--- src/rtl/tcm_mport_ctrl_pkg.sv ---
// rtl/tcm_mport_ctrl_pkg.sv - shared defaults and command encoding for the multi-port TCM controller
package tcm_mport_ctrl_pkg;

  localparam int TCM_NCH       = 2;
  localparam int TCM_AW        = 16;
  localparam int TCM_DW        = 32;
  localparam int TCM_RSP_DEPTH = 4;

  typedef enum logic {
    CMD_WRITE = 1'b0,
    CMD_READ  = 1'b1
  } cmd_op_e;

  // index width that stays legal (>=1) for single-entry ranges
  function automatic int idx_w(input int n);
    return (n > 1) ? $clog2(n) : 1;
  endfunction

endpackage

--- src/rtl/tcm_rsp_fifo.sv ---
// rtl/tcm_rsp_fifo.sv - per-channel response FIFO with occupancy count
module tcm_rsp_fifo
  import tcm_mport_ctrl_pkg::*;
#(
  parameter int  DW    = TCM_DW,
  parameter int  DEPTH = TCM_RSP_DEPTH,
  localparam int PW    = idx_w(DEPTH),
  localparam int CW    = $clog2(DEPTH + 1)
) (
  input  logic          clk,
  input  logic          rst_n,
  input  logic          push,
  input  logic [DW-1:0] push_data,
  input  logic          pop,
  output logic [DW-1:0] head,
  output logic [CW-1:0] count
);

  logic [DW-1:0] mem [DEPTH];
  logic [PW-1:0] wr_ptr;
  logic [PW-1:0] rd_ptr;

  function automatic logic [PW-1:0] ptr_inc(input logic [PW-1:0] p);
    return (p == PW'(DEPTH - 1)) ? '0 : p + PW'(1);
  endfunction

  always_ff @(posedge clk or negedge rst_n) begin
    if (!rst_n) begin
      wr_ptr <= '0;
      rd_ptr <= '0;
      count  <= '0;
    end else begin
      if (push) wr_ptr <= ptr_inc(wr_ptr);
      if (pop)  rd_ptr <= ptr_inc(rd_ptr);
      if (push && !pop)      count <= count + CW'(1);
      else if (pop && !push) count <= count - CW'(1);
    end
  end

  always_ff @(posedge clk) begin
    if (push) mem[wr_ptr] <= push_data;
  end

  // empty FIFO presents zero so rdata is clean out of reset
  assign head = (count != '0) ? mem[rd_ptr] : '0;

endmodule

--- src/rtl/tcm_mport_ctrl.sv ---
// rtl/tcm_mport_ctrl.sv - round-robin multi-master front end for a single-port 1-cycle TCM SRAM
module tcm_mport_ctrl
  import tcm_mport_ctrl_pkg::*;
#(
  parameter int  NCH       = TCM_NCH,
  parameter int  AW        = TCM_AW,
  parameter int  DW        = TCM_DW,
  parameter int  RSP_DEPTH = TCM_RSP_DEPTH,
  localparam int MW        = DW / 8,
  localparam int BW        = $clog2(MW),
  localparam int RAM_AW    = AW - BW,
  localparam int CHW       = idx_w(NCH),
  localparam int CW        = $clog2(RSP_DEPTH + 1)
) (
  input  logic              clk,
  input  logic              rst_n,
  input  logic [NCH-1:0]    cmd_valid,
  output logic [NCH-1:0]    cmd_ready,
  input  logic [NCH-1:0]    cmd_read,
  input  logic [NCH*AW-1:0] cmd_addr,
  input  logic [NCH*DW-1:0] cmd_wdata,
  input  logic [NCH*MW-1:0] cmd_wmask,
  output logic [NCH-1:0]    rsp_valid,
  input  logic [NCH-1:0]    rsp_ready,
  output logic [NCH*DW-1:0] rsp_rdata,
  output logic              ram_cs,
  output logic              ram_we,
  output logic [RAM_AW-1:0] ram_addr,
  output logic [MW-1:0]     ram_wem,
  output logic [DW-1:0]     ram_din,
  input  logic [DW-1:0]     ram_dout
);

  logic [CHW-1:0]    rr_ptr;
  logic [CHW-1:0]    gnt_idx;
  logic [CHW-1:0]    cand;
  logic              gnt_any;
  logic [NCH-1:0]    eligible;
  logic [NCH-1:0]    infl;
  logic              s1_valid;
  logic              s1_read;
  logic [CHW-1:0]    s1_ch;
  logic [CW-1:0]     occ     [NCH];
  logic [RAM_AW-1:0] addr_a  [NCH];
  logic [DW-1:0]     wdata_a [NCH];
  logic [MW-1:0]     wmask_a [NCH];
  logic [DW-1:0]     push_data;

  // credit counts the stage-1 slot but not same-cycle pops: no rsp_ready -> cmd_ready path
  always_comb begin
    eligible = '0;
    for (int i = 0; i < NCH; i++) begin
      eligible[i] = cmd_valid[i] && ((32'(occ[i]) + 32'(infl[i])) < 32'(RSP_DEPTH));
    end
  end

  always_comb begin
    gnt_any = 1'b0;
    gnt_idx = rr_ptr;
    cand    = '0;
    for (int k = 1; k <= NCH; k++) begin
      cand = CHW'((32'(rr_ptr) + 32'(k)) % 32'(NCH));
      if (!gnt_any && eligible[cand]) begin
        gnt_any = 1'b1;
        gnt_idx = cand;
      end
    end
  end

  always_comb begin
    cmd_ready = '0;
    ram_cs    = 1'b0;
    ram_we    = 1'b0;
    ram_addr  = '0;
    ram_wem   = '0;
    ram_din   = '0;
    if (gnt_any) begin
      cmd_ready[gnt_idx] = 1'b1;
      ram_cs   = 1'b1;
      ram_we   = (cmd_op_e'(cmd_read[gnt_idx]) == CMD_WRITE);
      ram_addr = addr_a[gnt_idx];
      ram_wem  = wmask_a[gnt_idx];
      ram_din  = wdata_a[gnt_idx];
    end
  end

  always_ff @(posedge clk or negedge rst_n) begin
    if (!rst_n) begin
      rr_ptr   <= CHW'(NCH - 1);
      s1_valid <= 1'b0;
      s1_ch    <= '0;
      s1_read  <= 1'b0;
    end else begin
      s1_valid <= gnt_any;
      if (gnt_any) begin
        rr_ptr  <= gnt_idx;
        s1_ch   <= gnt_idx;
        s1_read <= cmd_read[gnt_idx];
      end
    end
  end

  assign push_data = s1_read ? ram_dout : '0;

  for (genvar i = 0; i < NCH; i++) begin : g_ch
    logic [DW-1:0] fifo_head;

    assign addr_a[i]  = cmd_addr[i*AW + BW +: RAM_AW];
    assign wdata_a[i] = cmd_wdata[i*DW +: DW];
    assign wmask_a[i] = cmd_wmask[i*MW +: MW];
    assign infl[i]    = s1_valid && (s1_ch == CHW'(i));
    assign rsp_valid[i] = (occ[i] != '0);
    assign rsp_rdata[i*DW +: DW] = fifo_head;

    if (BW > 0) begin : g_lsb
      logic unused_lsb;
      assign unused_lsb = ^cmd_addr[i*AW +: BW];
    end

    tcm_rsp_fifo #(
      .DW    (DW),
      .DEPTH (RSP_DEPTH)
    ) u_fifo (
      .clk       (clk),
      .rst_n     (rst_n),
      .push      (infl[i]),
      .push_data (push_data),
      .pop       (rsp_valid[i] && rsp_ready[i]),
      .head      (fifo_head),
      .count     (occ[i])
    );
  end

endmodule

--- config.mk ---
export PLATFORM = sky130hd
export DESIGN_NAME = tcm_mport_ctrl
export DESIGN_NICKNAME = d
export VERILOG_FILES = /design/src/rtl/tcm_mport_ctrl_pkg.sv /design/src/rtl/tcm_rsp_fifo.sv /design/src/rtl/tcm_mport_ctrl.sv
export SDC_FILE = /design/constraint.sdc
export NUM_CORES = 1
export LEC_CHECK = 0
export ABC_AREA = 1
export BUFFER_PORTS_ARGS = -buffer_cell sky130_fd_sc_hd__clkbuf_2
export CORE_ASPECT_RATIO = 1.2
export CORE_MARGIN = 2
export CORE_UTILIZATION = 34
export CTS_BUF_LIST = sky130_fd_sc_hd__clkbuf_4 sky130_fd_sc_hd__clkbuf_8
export DETAILED_ROUTE_END_ITERATION = 16
export RECOVER_POWER = 50
export SLEW_MARGIN = 40
export SYNTH_ARGS = -nofsm -noshare
export SYNTH_HDL_FRONTEND = slang
export SYNTH_HIERARCHICAL = 1
export SYNTH_SLANG_ARGS = --single-unit
--- constraint.sdc ---
create_clock -name clk -period 2.3 [get_ports clk]
set_input_delay 0.46 -clock clk [delete_from_list [all_inputs] [get_ports clk]]
set_output_delay 0.46 -clock clk [all_outputs]
set_load 0.005 [all_outputs]
==> run metrics <==
status finished with violations; failing checks negative setup slack; Routed Antenna Nets 0; max_cap viols 0; drt wl/cell 17.7 um; Pwr Density 1340 nW/um^2; Setup-failing EPs final 105; gr ovfl total 0; Crit Path Category flip-flop to output port; CP dominant cell by count nand2_1; EDFF count, synth 256; Clock transition at path regs 60 ps; RSZ-0062 raised after global routing yes; latest clock arrival within the worst-skew pair 550 ps; static leakage 8.72 nW; buffer and inverter count on the worst path 5; RR Startpoint g_ch[0].u_fifo/count[0]; Comb pwr share 0.538; Final Net Count 1875; drc violations 0; Worst-Margin Slew 1090 ps; synthesized area per cell 9.35 um^2; DIE WIDTH 182 um; most frequent cells in the layout 313 x nand2_1, 256 x edfxtp_1, 207 x clkbuf_2; post-detail-place hpwl 21700 um; Layout area overhead 44.3%; crit end category output port; final WL 39500 um; largest net degree at the start of global routing 45; Syn Nets 1535; max incr delay on CP 380 ps; worst setup margin -265 ps; Max stage delay cell, worst path dfrtp_1; core area 37600 um^2; CP delay by family, top buffers and inverters; clock power share 0.169; drt pass-1 iters 5; CTS Sinks 274; Mapped Cells 1377; final critical-path required period 2570 ps; Peak VDD IR 490 uV; Cell variety after synth 29; Max Slew Vio Count 0; predominant post-synthesis flop cell edfxtp_1; maximum root-to-sink buffer count 3; CP required 1840 ps; Port Buf Inserts 259; Worst EP arrival 2110 ps; worst relative slew slack 0.271; clock root cell clkbuf_8; routed vias 10300; CP startpoint g_ch[0].u_fifo/count[1]; skew final 16.5 ps; crit share post-route 1.12; share of post-route cells with drive strength above 1 0.459; Placed Area 14900 um^2; placed cell count 2091; Reg power frac 0.293; H-tree levels 2; Synth Register Bits 274; max frequency 390 MHz; gr usage total 0.192; Hold Fails Final Rpt 0; CTS tree built; critical path peak fanout 6; io pins 264; cell-internal power 0.0149 W; Starting Density 0.343; FILL cells 3257; Sw Ratio 0.402; initial antenna violation count 2; gpl congestion 0.870; worst hold start cmd_read[0]; Hold Slack 253 ps; non-filler cells, final 2229; Die H 217 um; switching pwr 0.0100 W; Site Rows 78; vias per cell 4.62; Synth Cell Area 12900 um^2; async set or reset register ratio after synthesis 0.0657; vias in the first global route 10100; total number of yosys warnings 6; Setup crit start kind flip-flop; Final Cell Area 18600 um^2; commonest non-fill, non-tap cell in the layout nand2_1; crit-path cells buf_6 > nand4_1 > buf_4 > nand2_4 > a21oi_4 > buf_12 > clkbuf_16 > nand2_1 > nand2_1 > clkbuf_2; register area share after synthesis 0.632; first-pass GRT wire length 56800 um; worst hold path type input pin to flip-flop; DRT iter0 DRCs 577; Inserted Clock Buffers 43; die area 39400 um^2
## flip-flops by register name, summed over array words and instances (netlist names)
| name | flops |
|---|---|
| g_ch.u_fifo/mem | 256 |
| g_ch.u_fifo/count | 6 |
| g_ch.u_fifo/rd_ptr | 4 |
| g_ch.u_fifo/wr_ptr | 4 |
| rr_ptr | 1 |
| s1_ch | 1 |
| s1_read | 1 |
| s1_valid | 1 |
## metal layers
layer,up-vias,routed length (um),track usage
li1,4968,-,-
met1,4879,14200,0.208
met2,382,21500,0.373
met3,79,2200,0.0308
met4,0,1620,0.0734
met5,-,0,0
## cell type report
type | instances | area (um^2) | area share
repair inverters | 4 | 45.0 | 0.00242
well taps | 480 | 601 | 0.0323
clock buffers | 54 | 674 | 0.0363
flip-flops and latches | 274 | 8150 | 0.439
repair buffers | 353 | 2960 | 0.159
multi-input cells | 719 | 4700 | 0.253
clock inverters | 22 | 200 | 0.0108
inverters | 322 | 1250 | 0.0671
diodes | 1 | 2.50 | 0.000135
## cell usage after synthesis (2+ instances only)
cell type / number / area (um^2)
nand2_1: 476 / 1790
edfxtp_1: 256 / 7690
inv_1: 207 / 777
nand3_1: 131 / 656
inv_2: 83 / 312
a21oi_1: 64 / 320
buf_2: 35 / 175
clkinv_1: 32 / 120
dfrtp_1: 17 / 425
ha_1: 12 / 150
buf_4: 10 / 75.1
nor2_1: 9 / 33.8
clkbuf_1: 8 / 30.0
o21ai_1: 8 / 40.0
buf_6: 7 / 78.8
nand4_1: 3 / 18.8
buf_1: 2 / 7.51
fa_1: 2 / 40.0
nor2_2: 2 / 12.5
nor3_2: 2 / 20.0
o21ai_0: 2 / 10.0
xnor2_1: 2 / 17.5
## through the flow
step,total power [W],setup slack [ps],TNS [ps],utilization
after floorplan,0.0122,332,0,-
after global placement,0.0158,210,0,0.396
after detailed placement,0.0160,201,0,0.396
after CTS,0.0232,-239,-15250,0.459
after global routing,0.0263,-355,-27280,0.494
final,0.0249,-265,-17710,0.494
## kinds of logic after synthesis
group           count (synthesis)  synth area share
fa+ha+maj                      14            0.0148
compound gates                 77            0.0312
simple gates                  626             0.198
flops                         274             0.632
buf+inv                       384             0.122
xor+xnor                        2           0.00136
## worst min-delay path: stages
cell and delay (ps):
clkbuf_2 80, inv_1 80, nand2_4 50, nand2_2 50, nor2_1 30
## path summary, 6_finish.rpt
check | to | slack, ps | cells after the start
worst min-delay path | s1_read | 250 | 5
max in group asynchronous | g_ch[1].u_fifo/rd_ptr[0] | 850 | 2
min in group asynchronous | g_ch[1].u_fifo/rd_ptr[0] | 670 | 2
worst max register to register | g_ch[0].u_fifo/count[2] | 0 | 11
worst min register to register | rr_ptr | 570 | 1
worst max-delay path | ram_addr[2] | -270 | 10
## power by group through the flow
stage	clock network (W)	registers (W)	logic, W
4_1_cts	0.00429	0.00735	0.0116
6_report	0.00421	0.00730	0.0134
3_5_place_dp	0	0.00739	0.00864
2_1_floorplan	0	0.00729	0.00494
3_3_place_gp	0	0.00735	0.00848
5_1_grt	0.00452	0.00738	0.0144
## timing repair
action,in CTS,in global routing
cloned,23,8
buffers inserted,20,15
pin swaps,34,109
hold buffers,1,0
endpoints found under the hold margin,17,0
resized for setup,192,344
setup endpoints to repair,117,119
No activity file was read; power rests on OpenSTA's default activity.
